`config.mk`:
```
export PLATFORM = sky130hd
export DESIGN_NAME = io_bcd_display
export DESIGN_NICKNAME = d
export VERILOG_FILES = /design/src/rtl/io_disp_pkg.sv /design/src/rtl/io_bcd_display_seg7_decode.sv /design/src/rtl/io_bcd_display.sv
export SDC_FILE = /design/constraint.sdc
export NUM_CORES = 1
export LEC_CHECK = 0
export ABC_AREA = 1
export ABC_CLOCK_PERIOD_IN_PS = 3200
export CAP_MARGIN = 10
export CORE_MARGIN = 3
export CORE_UTILIZATION = 50
export DETAILED_ROUTE_END_ITERATION = 8
export GPL_TIMING_DRIVEN = 1
export PLACE_DENSITY = 0.81
export REMOVE_ABC_BUFFERS = 1
export SYNTH_ARGS = -nofsm -noshare
export SYNTH_HDL_FRONTEND = slang
export SYNTH_SLANG_ARGS = --single-unit
```
`constraint.sdc`:
```
create_clock -name clock -period 3.2 [get_ports clock]
set_clock_uncertainty 0.2 [all_clocks]
set_input_delay 0.64 -clock clock [delete_from_list [all_inputs] [get_ports clock]]
set_output_delay 0.64 -clock clock [all_outputs]
set_load 0.005 [all_outputs]
```
`src/rtl/io_disp_pkg.sv`:
```
// Shared constants and types for the decimal output-port display stage.
// Segment patterns are active-low, ordered {g,f,e,d,c,b,a}.
package io_disp_pkg;

   localparam int OVF_LIMIT = 999999;

   localparam logic [6:0] SEG_BLANK = 7'b1111111;
   localparam logic [6:0] SEG_DASH  = 7'b0111111;

   localparam logic [6:0] SEG_DIGIT [0:9] = '{
      7'b1000000,  // 0
      7'b1111001,  // 1
      7'b0100100,  // 2
      7'b0110000,  // 3
      7'b0011001,  // 4
      7'b0010010,  // 5
      7'b0000010,  // 6
      7'b1111000,  // 7
      7'b0000000,  // 8
      7'b0010000   // 9
   };

   typedef enum logic [1:0] {
      ST_IDLE   = 2'd0,
      ST_SHIFT  = 2'd1,
      ST_UPDATE = 2'd2
   } disp_state_t;

   // Double-dabble correction applied to each BCD nibble before a shift.
   function automatic logic [3:0] add3_nibble(input logic [3:0] n);
      return (n >= 4'd5) ? (n + 4'd3) : n;
   endfunction

endpackage

```
`src/rtl/io_bcd_display_seg7_decode.sv`:
```
// One BCD digit to an active-low 7-segment pattern; blank or non-decimal
// input turns every segment off.
module seg7_decode
   import io_disp_pkg::*;
(
   input  logic [3:0] digit,
   input  logic       blank,
   output logic [6:0] seg
);

   always_comb begin
      seg = SEG_BLANK;
      if (!blank && (digit <= 4'd9)) begin
         seg = SEG_DIGIT[digit];
      end
   end

endmodule

```
`src/rtl/io_bcd_display.sv`:
```
// Output-port display stage: binary write -> iterative double-dabble ->
// six decimal 7-segment digits, with a one-deep pending write slot.
module io_bcd_display
   import io_disp_pkg::*;
#(
   parameter int BIN_W    = 20,
   parameter int DIGITS   = 6,
   parameter bit BLANK_LZ = 1'b1
) (
   input  logic        clock,
   input  logic        reset,
   input  logic        wr_en,
   input  logic [31:0] wr_data,
   output logic        busy,
   output logic        done,
   output logic        ovf,
   output logic [23:0] bcd_out,
   output logic [6:0]  dt0,
   output logic [6:0]  dt1,
   output logic [6:0]  dt2,
   output logic [6:0]  dt3,
   output logic [6:0]  dt4,
   output logic [6:0]  dt5
);

   localparam int BCD_W = 4 * DIGITS;
   localparam int CNT_W = $clog2(BIN_W);

   // Handshake: wr_en is a single-cycle strobe with no back-pressure; a
   // write that lands while busy is parked in the pending slot (newest wins)
   // and done pulses for one cycle each time the displays are reloaded.

   disp_state_t        state;
   logic [BIN_W-1:0]   bin_sr;
   logic [BCD_W-1:0]   bcd_acc;
   logic [BCD_W-1:0]   bcd_adj;
   logic [CNT_W-1:0]   bit_cnt;
   logic               ovf_cap;
   logic               pend_valid;
   logic [BIN_W-1:0]   pend_data;
   logic               start_go;
   logic [BIN_W-1:0]   start_val;
   logic               start_ovf;
   logic [DIGITS-1:0]  blank_dig;
   logic [6:0]         seg_dec [DIGITS];
   logic [6:0]         dt_q    [DIGITS];
   logic               unused_upper_bits;

   assign unused_upper_bits = ^wr_data[31:BIN_W];

   assign busy = (state != ST_IDLE);
   assign dt0  = dt_q[0];
   assign dt1  = dt_q[1];
   assign dt2  = dt_q[2];
   assign dt3  = dt_q[3];
   assign dt4  = dt_q[4];
   assign dt5  = dt_q[5];

   // A write in UPDATE supersedes any older pending value and starts at once.
   always_comb begin
      start_go  = 1'b0;
      start_val = wr_data[BIN_W-1:0];
      case (state)
         ST_IDLE: start_go = wr_en;
         ST_UPDATE: begin
            start_go  = wr_en | pend_valid;
            start_val = wr_en ? wr_data[BIN_W-1:0] : pend_data;
         end
         default: start_go = 1'b0;
      endcase
      start_ovf = (32'(start_val) > 32'(OVF_LIMIT));
   end

   always_comb begin
      bcd_adj = '0;
      for (int k = 0; k < DIGITS; k++) begin
         bcd_adj[4*k +: 4] = add3_nibble(bcd_acc[4*k +: 4]);
      end
   end

   // Digit k>0 is blank only while it and every digit above it are zero.
   always_comb begin
      logic zero_above;
      zero_above = 1'b1;
      blank_dig  = '0;
      for (int k = DIGITS - 1; k >= 1; k--) begin
         zero_above   = zero_above & (bcd_acc[4*k +: 4] == 4'd0);
         blank_dig[k] = BLANK_LZ & zero_above;
      end
   end

   for (genvar g = 0; g < DIGITS; g++) begin : g_dec
      seg7_decode u_dec (
         .digit (bcd_acc[4*g +: 4]),
         .blank (blank_dig[g]),
         .seg   (seg_dec[g])
      );
   end

   always_ff @(posedge clock) begin
      if (reset) begin
         state      <= ST_IDLE;
         done       <= 1'b0;
         ovf        <= 1'b0;
         bcd_out    <= '0;
         bin_sr     <= '0;
         bcd_acc    <= '0;
         bit_cnt    <= '0;
         ovf_cap    <= 1'b0;
         pend_valid <= 1'b0;
         pend_data  <= '0;
         for (int k = 0; k < DIGITS; k++) begin
            dt_q[k] <= ((k == 0) || !BLANK_LZ) ? SEG_DIGIT[0] : SEG_BLANK;
         end
      end else begin
         done <= 1'b0;
         if (start_go) begin
            bin_sr  <= start_val;
            bcd_acc <= '0;
            bit_cnt <= CNT_W'(BIN_W - 1);
            ovf_cap <= start_ovf;
         end
         case (state)
            ST_IDLE: begin
               if (start_go) state <= ST_SHIFT;
            end
            ST_SHIFT: begin
               if (wr_en) begin
                  pend_valid <= 1'b1;
                  pend_data  <= wr_data[BIN_W-1:0];
               end
               bcd_acc <= {bcd_adj[BCD_W-2:0], bin_sr[BIN_W-1]};
               bin_sr  <= bin_sr << 1;
               bit_cnt <= bit_cnt - 1'b1;
               if (bit_cnt == '0) state <= ST_UPDATE;
            end
            ST_UPDATE: begin
               done       <= 1'b1;
               ovf        <= ovf_cap;
               bcd_out    <= ovf_cap ? '1 : bcd_acc;
               pend_valid <= 1'b0;
               for (int k = 0; k < DIGITS; k++) begin
                  dt_q[k] <= ovf_cap ? SEG_DASH : seg_dec[k];
               end
               state <= start_go ? ST_SHIFT : ST_IDLE;
            end
            default: state <= ST_IDLE;
         endcase
      end
   end

endmodule

```
==> results of run 1 <==
==> worst max-delay path, stage by stage (launching register included) <==
cell and delay [ps]:
dfxtp_1 390, inv_2 60, nand2_1 80, clkdlybuf4s50_1 500
==> how the worst max path moves through the flow <==
stage	from	endpoint	slack (ps)	depth (start not counted)
after detailed placement	wr_en	ovf_cap	610	10
after CTS	state[1]	busy	890	3
after floorplan	state[0]	bit_cnt[4]	110	7
after global routing	bcd_acc[20]	dt_q[1][1]	680	10
final	state[1]	busy	910	3
after global placement	wr_en	ovf_cap	610	10
==> cell usage in the layout, fill, tap and decap left out, types with 2 or more instances in the layout <==
master	n
nor2_4	2
dfxtp_1	99
o21ai_0	107
clkbuf_16	18
a31oi_1	17
nor2_2	4
nand2_1	252
nor2_1	43
bufinv_16	2
nand4_1	3
or2_2	4
ha_1	32
clkbuf_8	2
a21oi_1	51
a211oi_1	2
clkdlybuf4s50_1	90
inv_2	5
buf_4	19
edfxtp_1	42
and2_1	6
mux2i_1	2
nor3_1	4
clkinv_2	5
o32ai_1	2
o211ai_1	20
xor2_1	4
clkinv_4	2
inv_1	94
nand3_1	62
o21ai_1	2
==> logic make-up (layout without fill, tap and decap cells) <==
group,count (synthesis),after routing,synth area share [%]
flip-flops,141,141,46.5
AND/OR/NAND/NOR,383,383,22.9
adder cells (fa/ha/maj),32,32,5.74
AO/OA/AOI/OAI,205,205,16.1
buffers and inverters,143,241,8.02
XOR/XNOR,4,4,0.502
multiplexers,2,2,0.287
==> stage by stage <==
stage               std cells  worst slack (ps)  instance area, sq um  power, mW
floorplan                 866               113                  6790       2.16
global placement         1152               610                  8060       2.30
detailed placement       1152               613                  8060       2.31
CTS                      1184               889                  8660       4.26
global route             1184               677                  8660       4.39
finish                   1184               909                  8660       4.24
==> registers in the layout, indices dropped and copies added (netlist names), 2 cells and up <==
signal,count
bit_cnt,5
bin_sr,20
dt_q,42
state,2
bcd_acc,24
pend_data,20
bcd_out,24
==> layout make-up <==
cell class	count	area [sq um]	share of cell area (%)
Sequential cell	141	3240	37.5
Multi-Input combinational cell	626	3180	36.7
Timing Repair Buffer	110	1050	12.1
Clock buffer	21	482	5.56
Inverter	99	372	4.29
Tap cell	176	220	2.54
Clock inverter	11	114	1.32
==> power by group <==
part,leakage (nW),total (mW),internal (mW),switching [mW]
Clock,0.295,1.96,1.23,0.731
Combinational,2.03,0.365,0.128,0.237
Sequential,1.11,1.92,1.89,0.0257
Total,3.43,4.24,3.24,0.994
==> per-layer routing <==
metal	vias up	global-route usage, %	routed length [microns]
li1	3178	-	-
met1	2876	28.6	7030
met2	242	37.5	7850
met3	26	4.41	1130
met4	0	8.90	304
met5	-	0	0
==> reports/qor.yml, run 1 <==
synthesis:
  yosysMostFrequentCell: "nand2_1"
  syn_area_sq_um: 6980
  yosys.area.top_type: "dfxtp_1"
  synthTopCellsByArea: "dfxtp_1, edfxtp_1, nand2_1, o21ai_0, ha_1"
  seq_area_frac_synth_pct: 46.5
  yosysWarnings: 0
  synth_ff_type: "dfxtp_1"
  synth_common_cells: "nand2_1, o21ai_0, dfxtp_1, inv_1, nand3_1"
  yosysTopAreaCellShare_pct: 28.4
  synth.distinct_cells: 32
  synth-seq-cells: 141
  synthCells: 910
  async_flop_share_pct: 0
  synth.avg_cell_area_sq_um: 7.67
  synth_edf_count: 42
finish:
  area_delta_synth_final_pct: 24.1
  nNetsFinal: 1062
  fill_cells: 1136
  fin_util_pct: 64.4
  drive_above_1_share_pct: 6.75
  diodes: 0
detailed_routing:
  postRouteWirelength_mm: 16.3
  firstDrtPassIters: 5
  route.detailed.drc: 0
  antenna_left: 0
  drt_iter0_drc: 525
  vias: 6322
  wl_per_cell_microns: 13.8
  viasPerCell: 5.34
cts:
  post-cts-setup-buffers: 0
  clock_sinks: 141
  clk_latency_ps: 430
  cts_resized: 0
  ctsRootBufferMaster: "clkbuf_16"
  cts_tree: "yes"
  hold_buffers: 0
  cts_buffer_depth: 2
  clkSlewWorstSetupHoldPaths_ps: 60
  numCtsBuffers: 17
  htree_num_levels: 4
placed_design:
  port_buffers: 91
  globalplace.congestion: 0.891
  hpwlAfterDp_mm: 11.0
timing:
  fmaxAchievable_mhz: 436
  setup_violations: 0
  min_period_ps: 2290
  worstMarginPinSlew_ps: 728
  setup_tns_ps: 0
  max-slew-margin-rel_pct: 51.4
  maxSlewViolCount: 0
  timing.final.hold_violations: 0
  fin_hold_ws_ps: 260
  min_period_over_period_pct: 71.6
  rsz0062_at_grt: "no"
global_route:
  track_usage_pct: 22.4
  gr-total-overflow: 0
  grt_pass1_wl_mm: 27.4
  grt_max_degree: 43
  grt_pass1_vias: 5850
  antenna_found_initial: 0
hold_path:
  hold_path.class: "reg2reg"
  holdPathStages: 2
  hold_end: "pend_data[4]"
  hp-start: "pend_data[4]"
floorplanning:
  die-height_microns: 124
  dieArea_sq_um: 15400
  dieWidth_microns: 124
  core_area_sq_um: 13500
  num_rows: 42
  initial_core_util_pct: 51.9
  io_pins: 104
status:
  status: "complete, no violations"
worst_setup_path:
  arrival_ps: 1450
  critPathKind: "reg2out"
  required_ps: 2360
  cp_max_fo: 3
  r2r_cells: 10
  r2r_slack_ps: 960
  critPathCaptureType: "output pin"
  rr_endpoint: "dt_q[1][1]"
  worstSetupStartpointType: "flip-flop"
  r2r_start: "bcd_acc[20]"
pwr:
  p_per_area_nw_per_um2: 489
  p_leak_nw: 3.43
  peakVddDrop_v: 0.000262
job:
  max_cap_viol_count: 0
Note: power is estimated with default switching activity, not from simulation.
==> run 2, diff against run 1 <==
- ABC_CLOCK_PERIOD_IN_PS: 3200 -> 2300
- clock period: 3.2 -> 2.3 ns (I/O delays scaled with it)
==> reports/qor.yml, run 2 (same netlist as run 1, synthesis figures left out) <==
worst_setup_path:
  cp_top_family: "simple AND/OR/NAND/NOR gates"
  cp_max_fo: 7
  r2r_start: "bcd_acc[21]"
  cp_common_cell: "inv_1"
  critPathBufInv: 2
  r2r_cells: 8
  critPathMaxStageDelay_ps: 430
  worstPathCellList: "inv_1 -> ha_1 -> nand3_1 -> nor2_4 -> inv_1 -> o211ai_1 -> nor2_1 -> o21ai_0"
  rr_endpoint: "dt_q[3][1]"
  cp.depth: 8
  critPathKind: "reg2reg"
  required_ps: 2260
  r2r_slack_ps: 160
  arrival_ps: 2100
  slowest_stage: "dfxtp_1"
  worstSetupStartpointType: "flip-flop"
  critPathCaptureType: "flip-flop"
detailed_routing:
  met3WireLength_microns: 981
  antenna_left: 0
  highest_layer: "met4"
  viasPerCell: 5.25
  met2_length_mm: 7.62
  route.detailed.drc: 0
  drt_iter0_drc: 559
  vias: 6311
  firstDrtPassIters: 5
  postRouteWirelength_mm: 16.3
  wl_met1_mm: 7.30
  wl_per_cell_microns: 13.6
cts:
  clk_latency_ps: 430
  numCtsBuffers: 17
  ctsRootBufferMaster: "clkbuf_16"
  clkSlewWorstSetupHoldPaths_ps: 60
  cts_tree: "yes"
  cts_buffer_depth: 2
  htree_num_levels: 4
  hold_buffers: 0
  clock_sinks: 141
placed_design:
  dpl_cell_area_sq_um: 8230
  hpwlAfterDp_mm: 11.0
  pre_cts_ws_ps: 33.0
  globalplace.congestion: 0.886
  port_buffers: 91
floorplanning:
  die-height_microns: 124
  dieWidth_microns: 124
  io_pins: 104
  num_rows: 42
  dieArea_sq_um: 15400
  core_area_sq_um: 13500
  initial_core_util_pct: 51.9
global_route:
  track_usage_pct: 22.4
  grt_pass1_wl_mm: 27.4
  antenna_found_initial: 0
  gr-total-overflow: 0
  grt_pass1_vias: 5852
  grt_max_degree: 42
timing:
  timing.final.ws_setup_ps: 156
  rsz0062_at_grt: "no"
  min_period_ps: 2140
  min_period_over_period_pct: 93.2
  setup_tns_ps: 0
  worstMarginPinSlew_ps: 517
  fmaxAchievable_mhz: 466
  timing.final.hold_violations: 0
  max-slew-margin-rel_pct: 65.3
  maxSlewViolCount: 0
  setup_violations: 0
finish:
  nNetsFinal: 1080
  final_cell_mix: "nand2_1, o21ai_0, dfxtp_1"
  drive_above_1_share_pct: 8.48
  regMostFlops: "dt_q"
  reg.largest.list: "dt_q (42), bcd_acc (24), bcd_out (24)"
  fill_cells: 1118
  largest_reg_flops: 42
  diodes: 0
  area_delta_synth_final_pct: 26.3
  final_common_cell: "nand2_1"
  design_area_sq_um: 8810
hold_path:
  holdPathStages: 2
  hold_path.class: "reg2reg"
  hp-start: "pend_data[1]"
  hold_end: "pend_data[1]"
pwr:
  peakVddDrop_v: 0.000388
  p_leak_nw: 3.53
  p_per_area_nw_per_um2: 658
status:
  status: "complete, no violations"
job:
  max_cap_viol_count: 0
run 2: what timing repair did:
item	CTS	global route
setup buffers	0	0
resized for setup	0	5
setup endpoints to repair	0	9
run 2: final cells by class:
type,instances,area (sq um),share of cell area [%]
Inverter,99,372,4.22
Sequential cell,141,3240,36.8
Multi-Input combinational cell,626,3200,36.3
Timing Repair Buffer,128,1220,13.9
Clock buffer,25,495,5.62
Clock inverter,7,63.8,0.724
Tap cell,176,220,2.50
run 2: how the worst max path moves through the flow:
stage,startpoint,end,slack [ps]
CTS,bcd_acc[21],dt_q[1][1],60
finish,bcd_acc[21],dt_q[3][1],160
detailed placement,wr_en,ovf_cap,30
global placement,wr_en,ovf_cap,60
floorplan,state[0],bit_cnt[4],-790
global route,bcd_acc[21],dt_q[1][1],20
run 2: metrics by stage:
step	utilization [%]	cells	total power [mW]	hold WS, ps
after floorplan	-	866	3.00	221
after global placement	61.2	1170	3.23	234
after detailed placement	61.2	1170	3.24	243
after CTS	65.4	1202	5.81	258
after global routing	65.5	1202	6.00	280
final	65.5	1202	5.80	256
run 2: power by group:
part	leakage (nW)	total, mW	internal, mW	switching, mW
sequential	1.11	2.66	2.63	0.0335
combinational	2.14	0.537	0.203	0.335
clock	0.277	2.60	1.59	1.01
run 2: tightest hold or removal path, delay by kind of cell (launching register included):
| family | cells | cell delay (ps) |
|---|---|---|
| AOI/OAI and AO/OA | 1 | 50 |
| DFF | 1 | 320 |
| and+or+nand+nor | 1 | 50 |
run 2: layer usage:
metal | track usage (%) | vias to the layer above
met5 | 0 | -
met4 | 9.65 | 0
met3 | 4.00 | 36
met2 | 36.6 | 203
met1 | 29.3 | 2857
li1 | - | 3215
